`src/rtl/ucode_loader_pkg.sv`:
```
// Shared constants and state encoding for the writable-control-store loader.
// Defaults track the control-store word width and the micro-address width.
package ucode_loader_pkg;

  localparam int unsigned CtrlStoreWordW = 24;
  localparam int unsigned MicroAddrW     = 5;

  typedef enum logic [2:0] {
    StIdle,
    StRecv,
    StWrite,
    StCheck,
    StDone
  } state_t;

  function automatic int unsigned bytes_per_word(int unsigned word_w);
    return (word_w + 7) / 8;
  endfunction

endpackage

```
`src/rtl/ucode_loader_if.sv`:
```
// Byte-stream valid/ready link from the host/debug port into the loader.
interface ucode_loader_if;

  logic       valid;
  logic [7:0] data;
  logic       ready;

  modport master (output valid, output data, input ready);
  modport slave  (input valid, input data, output ready);

endinterface

```
`src/rtl/ucode_loader_byte_packer.sv`:
```
// Assembles little-endian bytes into one word; word_ready pulses combinationally
// on the accept of the final byte, with word already including that byte.
module byte_packer import ucode_loader_pkg::*; #(
  parameter int unsigned WORD_W = CtrlStoreWordW
) (
  input  logic              clk,
  input  logic              rst,
  input  logic              clr,
  input  logic              accept,
  input  logic [7:0]        data,
  output logic [WORD_W-1:0] word,
  output logic              word_ready
);

  localparam int unsigned BYTES = bytes_per_word(WORD_W);
  localparam int unsigned BufW  = 8 * BYTES;
  localparam int unsigned CntW  = (BYTES > 1) ? $clog2(BYTES) : 1;

  logic [BufW-1:0] shreg_q, shreg_shift;
  logic [CntW-1:0] cnt_q;
  logic            last;

  // New bytes enter at the top, so after BYTES shifts byte 0 sits in bits [7:0].
  assign shreg_shift = (shreg_q >> 8) | (BufW'(data) << (BufW - 8));
  assign word        = shreg_shift[WORD_W-1:0];
  assign last        = (cnt_q == CntW'(BYTES - 1));
  assign word_ready  = accept && last;

  always_ff @(posedge clk or posedge rst) begin
    if (rst) begin
      cnt_q   <= '0;
      shreg_q <= '0;
    end else if (clr) begin
      cnt_q   <= '0;
    end else if (accept) begin
      shreg_q <= shreg_shift;
      cnt_q   <= last ? '0 : cnt_q + 1'b1;
    end
  end

endmodule

```
`src/rtl/ucode_loader.sv`:
```
// Control-store loader: byte stream in, sequential word writes from address 0 out.
// Define UCODE_LOADER_CHECKSUM_EN to add a trailing XOR checksum byte and the err port.
module ucode_loader import ucode_loader_pkg::*; #(
  parameter int unsigned WORD_W = CtrlStoreWordW,
  parameter int unsigned ADDR_W = MicroAddrW
) (
  input  logic              clk,
  input  logic              rst,
  input  logic              start,
  input  logic [ADDR_W:0]   load_len,
  ucode_loader_if.slave     src,
  output logic              wr_en,
  output logic [ADDR_W-1:0] wr_addr,
  output logic [WORD_W-1:0] wr_data,
  output logic              busy,
  output logic              done,
  output logic              ctrl_hold
`ifdef UCODE_LOADER_CHECKSUM_EN
  ,
  output logic              err
`endif
);

  state_t              state_q, state_d;
  logic [ADDR_W:0]     len_q, len_d;
  logic [ADDR_W:0]     word_cnt_q, word_cnt_d;
  logic                wr_en_q;
  logic [ADDR_W-1:0]   wr_addr_q;
  logic [WORD_W-1:0]   wr_data_q;
  logic                clr, accept, pk_accept, word_ready;
  logic [WORD_W-1:0]   word;
`ifdef UCODE_LOADER_CHECKSUM_EN
  logic [7:0]          csum_q, csum_d;
  logic                err_q, err_d;
`endif

  assign accept    = src.valid && src.ready;
  assign pk_accept = accept && (state_q == StRecv);

  byte_packer #(.WORD_W(WORD_W)) u_packer (
    .clk        (clk),
    .rst        (rst),
    .clr        (clr),
    .accept     (pk_accept),
    .data       (src.data),
    .word       (word),
    .word_ready (word_ready)
  );

  always_comb begin
    state_d    = state_q;
    len_d      = len_q;
    word_cnt_d = word_cnt_q;
    clr        = 1'b0;
`ifdef UCODE_LOADER_CHECKSUM_EN
    csum_d     = csum_q;
    err_d      = err_q;
`endif
    case (state_q)
      StIdle, StDone: begin
        if (start) begin
          len_d      = load_len;
          word_cnt_d = '0;
          clr        = 1'b1;
`ifdef UCODE_LOADER_CHECKSUM_EN
          csum_d     = '0;
          err_d      = 1'b0;
`endif
          state_d    = (load_len == '0) ? StDone : StRecv;
        end
      end
      StRecv: begin
`ifdef UCODE_LOADER_CHECKSUM_EN
        if (accept) csum_d = csum_q ^ src.data;
`endif
        if (word_ready) state_d = StWrite;
      end
      StWrite: begin
        // Counter is ADDR_W+1 wide so a full-store load reaches len without wrapping.
        word_cnt_d = word_cnt_q + 1'b1;
        if (word_cnt_d == len_q) begin
`ifdef UCODE_LOADER_CHECKSUM_EN
          state_d = StCheck;
`else
          state_d = StDone;
`endif
        end else begin
          state_d = StRecv;
        end
      end
`ifdef UCODE_LOADER_CHECKSUM_EN
      StCheck: begin
        if (accept) begin
          err_d   = (src.data != csum_q);
          state_d = StDone;
        end
      end
`endif
      default: state_d = StIdle;
    endcase
  end

  always_ff @(posedge clk or posedge rst) begin
    if (rst) begin
      state_q    <= StIdle;
      len_q      <= '0;
      word_cnt_q <= '0;
      wr_en_q    <= 1'b0;
      wr_addr_q  <= '0;
      wr_data_q  <= '0;
`ifdef UCODE_LOADER_CHECKSUM_EN
      csum_q     <= '0;
      err_q      <= 1'b0;
`endif
    end else begin
      state_q    <= state_d;
      len_q      <= len_d;
      word_cnt_q <= word_cnt_d;
      wr_en_q    <= word_ready;
      if (word_ready) begin
        wr_addr_q <= word_cnt_q[ADDR_W-1:0];
        wr_data_q <= word;
      end
`ifdef UCODE_LOADER_CHECKSUM_EN
      csum_q     <= csum_d;
      err_q      <= err_d;
`endif
    end
  end

  assign wr_en   = wr_en_q;
  assign wr_addr = wr_addr_q;
  assign wr_data = wr_data_q;
  assign busy    = (state_q == StRecv) || (state_q == StWrite) || (state_q == StCheck);
  assign done    = (state_q == StDone);

`ifdef UCODE_LOADER_CHECKSUM_EN
  assign src.ready = (state_q == StRecv) || (state_q == StCheck);
  assign ctrl_hold = (state_q != StDone) || err_q;
  assign err       = err_q;
`else
  assign src.ready = (state_q == StRecv);
  assign ctrl_hold = (state_q != StDone);
`endif

endmodule

```
`src/flat_wrapper.sv`:
```
// flat-port wrapper written by rule: the top's interface ports become plain ports
module ucode_loader_flat import ucode_loader_pkg::*;
#(
  parameter int unsigned WORD_W = CtrlStoreWordW,
  parameter int unsigned ADDR_W = MicroAddrW
)
  (clk, rst, start, load_len, wr_en, wr_addr, wr_data, busy, done, ctrl_hold, src_valid, src_data, src_ready);
  ucode_loader_if src_i ();
  input  logic clk;
  input  logic rst;
  input  logic start;
  input  logic [ADDR_W:0] load_len;
  output logic wr_en;
  output logic [ADDR_W-1:0] wr_addr;
  output logic [WORD_W-1:0] wr_data;
  output logic busy;
  output logic done;
  output logic ctrl_hold;
  input wire logic [$bits(src_i.valid)-1:0] src_valid;
  input wire logic [$bits(src_i.data)-1:0] src_data;
  output wire logic [$bits(src_i.ready)-1:0] src_ready;
  assign src_i.valid = src_valid;
  assign src_i.data = src_data;
  assign src_ready = src_i.ready;
  ucode_loader #(.WORD_W(WORD_W), .ADDR_W(ADDR_W)) u_core (.clk(clk), .rst(rst), .start(start), .load_len(load_len), .src(src_i), .wr_en(wr_en), .wr_addr(wr_addr), .wr_data(wr_data), .busy(busy), .done(done), .ctrl_hold(ctrl_hold));
endmodule
```
`config.mk`:
```
export PLATFORM = sky130hd
export DESIGN_NAME = ucode_loader_flat
export DESIGN_NICKNAME = d
export VERILOG_FILES = /design/src/rtl/ucode_loader_pkg.sv /design/src/rtl/ucode_loader_if.sv /design/src/rtl/ucode_loader_byte_packer.sv /design/src/rtl/ucode_loader.sv /design/src/flat_wrapper.sv
export SDC_FILE = /design/constraint.sdc
export NUM_CORES = 1
export LEC_CHECK = 0
export CORE_MARGIN = 2
export CORE_UTILIZATION = 40
export CTS_CLUSTER_DIAMETER = 80
export DETAILED_ROUTE_END_ITERATION = 8
export GPL_ROUTABILITY_DRIVEN = 0
export GPL_TIMING_DRIVEN = 1
export PLACE_DENSITY = 0.67
export RECOVER_POWER = 100
export SLEW_MARGIN = 20
export SYNTH_ARGS = -nofsm -noshare
export SYNTH_HDL_FRONTEND = slang
export SYNTH_SLANG_ARGS = --single-unit
export TNS_END_PERCENT = 5
```
`constraint.sdc`:
```
create_clock -name clk -period 2.7 [get_ports clk]
set_clock_uncertainty 0.15 [all_clocks]
set_input_delay 0.54 -clock clk [delete_from_list [all_inputs] [get_ports clk]]
set_output_delay 0.54 -clock clk [all_outputs]
set_load 0.01 [all_outputs]
```
==> reports/results.tsv <==
metric	value	unit
status	finished, violations left	
violated checks	max-capacitance violations, max-slew violations	
Die Y-Extent	84.8	um
internal power	2.57	mW
CP Launch Type	register	
FFs w/ async S/R, synth	1.00	
Starting Density	0.411	
maximum buffer depth of the clock tree	2	
Post-synth EDFFs	0	
DIE AREA	0.00719	mm2
Rows	29	
Total GRT Usage	0.143	
vias in the first global route	1628	
clock latency on the worst-skew pair	0.33	ns
met1 usage	0.201	
Setup TNS	0	ns
# diodes	0	
Antenna Violating Nets Remaining	0	
Reg clk slew, reported paths	0.07	ns
GR Layer Usage met3	0.0360	
# setup viols final	0	
fin crit period	2.47	ns
PD cells	1070	mW/mm2
cts repair resizes	0	
hold_buf cts	0	
Detailed Place HPWL	3210	um
largest area contributor in the netlist	dfrtp_1	
Post-CTS Setup Bufs	0	
Slew @ Worst Pin	1.50	ns
drt drc	0	
Required @ worst endpoint	2.01	ns
Critical Path, Cell by Cell	nor2_1 -> nand2_1 -> dlygate4sd3_1	
combinational fraction of design power	0.336	
Boundary Pins	52	
upper clock frequency limit	404	MHz
largest net degree at the start of global routing	64	
Die Span X	84.8	um
core area	0.00635	mm2
Synth Warn #	0	
DR iter-0 viols	72	
global-route wire length before repair	8000	um
clock sink count	63	
final slew viol count	63	
CTS tree	yes	
initial antenna violation count	0	
Post-Syn Area	0.00261	mm2
pre-CTS setup slack	0.459	ns
Syn Nets	202	
fin util	0.535	
P_sw	1.07	mW
WL/cell	14.4	um
area grow syn2layout	29.9	%
setup ws final	0.226	ns
Rel. slew slack	-0.00268	
worst vdd ir	535	uV
most frequent cells in the layout	dfrtp_1, mux2_2, dlygate4sd3_1	
Num CTS Buffers	9	
Buf+Inv Stages, Crit Path	1	
commonest non-fill, non-tap cell in the layout	dfrtp_1	
final net count	261	
Hold Slack	0.332	ns
vias per cell	5.03	
Setup CP Type	register to output port	
Final Hold Vio Count	0	
Congestion Overflow GR	0	
prevailing post-synth register cell	dfrtp_1	
LEAKAGE	1.50	nW
GR Util met2	0.200	
Synth top area share	0.603	
total of max-cap violations	1	
crit path max-delay cell type	dlygate4sd3_1	
share of cells above drive strength 1	0.304	
Routed Wire Length	4670	um
synth top area cells	dfrtp_1, mux2_2, xnor2_1	
worst min-delay path category	register to register	
Synth Instances	183	
Clock power frac	0.228	
Avg Cell Area, Syn	14.3	um2
first-pass detailed-route iteration total	4	
arrival time at the worst endpoint	1.78	ns
Yosys cell types	31	
worst-path maximum fanout	7	
synthesized flop and latch total	63	
post-synthesis sequential area ratio	0.603	
CTS Root Cell	clkbuf_8	
RSZ-0062 raised after global routing	no	
CP delay by family, top	buffers and inverters	
IO Port Bufs	51	
Seq pwr share	0.436	
total number of vias	1630	
filler instances	565	
Final Cycle Share	0.916	
H-tree depth	3	
CP Capture Type	output port	
slowest cell delay on critical path	0.61	ns
Net Sw Frac	0.294	
busiest grt layer	met1	
path summary, 6_finish.rpt:
path,startpoint,endpoint,slack [ns],cells after the start
setup / recovery,u_core.state_q[0],ctrl_hold,0.23,3
hold / removal,u_core.wr_addr[4],u_core.wr_addr[4],0.33,2
setup reg to reg,u_core.state_q[1],u_core.u_packer.cnt_q[0],0.49,4
hold reg to reg,u_core.wr_addr[4],u_core.wr_addr[4],0.33,2
max in group asynchronous,rst,u_core.wr_addr[4],0.49,3
min in group asynchronous,rst,u_core.wr_addr[2],1.02,3
cells by family (layout without fill, tap and decap cells):
kind of cell             after synthesis  in the layout  share of synthesized area
flip-flops                            63             63                      0.603
multiplexers                          51             51                      0.220
AND/OR/NAND/NOR                       24             24                     0.0575
AO/OA/AOI/OAI                         21             21                     0.0522
buffers and inverters                 14             78                     0.0268
XOR/XNOR                               9              9                     0.0354
adder cells (fa/ha/maj)                1              1                    0.00479
worst reg2reg max path, stage by stage, from the launching register on:
cell and delay, ns:
dfrtp_1 0.44, and4bb_2 0.34, clkbuf_1 0.74, a21oi_1 0.12
mux2_2 0.31
layer usage:
metal / routed length, um / up-vias
li1: - / 772
met1: 2190 / 817
met2: 2200 / 33
met3: 179 / 8
met4: 101 / 0
met5: 0 / -
Yosys cell counts, types with 2 or more instances:
cell type  count
a22o_1         3
clkbuf_1       2
nand2_1        5
a31oi_1        2
dfrtp_1       63
nor2_1         4
o21ai_0        9
a21oi_1        3
inv_1          6
xnor2_1        6
nor3b_1        2
or3b_2         2
mux2_2        51
nand3_1        3
xor2_1         2
buf_2          2
buf_4          4
area by class of cell:
type / instances / area, um2 / area share
clock inverters: 6 / 70.1 / 0.0206
flip-flops and latches: 63 / 1580 / 0.464
well taps: 77 / 96.3 / 0.0284
inverters: 6 / 22.5 / 0.00663
clock buffers: 10 / 138 / 0.0405
repair buffers: 56 / 532 / 0.157
multi-input cells: 106 / 960 / 0.283
power groups by stage:
stage	clock, mW	sequential (mW)	combinational, mW
finish	0.829	1.59	1.22
global route	0.903	1.65	1.33
CTS	0.859	1.61	1.35
detailed placement	0	1.62	1.35
global placement	0	1.61	1.31
floorplan	0	1.66	0.683
registers in the layout (all words and copies together), names as in the netlist:
signal                   count
u_core.wr_data              24
u_core.u_packer.shreg_q     16
u_core.len_q                 6
u_core.word_cnt_q            6
u_core.wr_addr               5
u_core.state_q               3
u_core.u_packer.cnt_q        2
u_core.wr_en                 1
stage by stage:
| stage | cells | area [um2] | power [mW] |
|---|---|---|---|
| 2_1_floorplan | 183 | 2610 | 2.35 |
| 3_3_place_gp | 308 | 3220 | 2.93 |
| 3_5_place_dp | 308 | 3220 | 2.97 |
| 4_1_cts | 324 | 3430 | 3.81 |
| 5_1_grt | 324 | 3390 | 3.88 |
| 6_report | 324 | 3390 | 3.64 |
No activity file was read; power rests on OpenSTA's default activity.
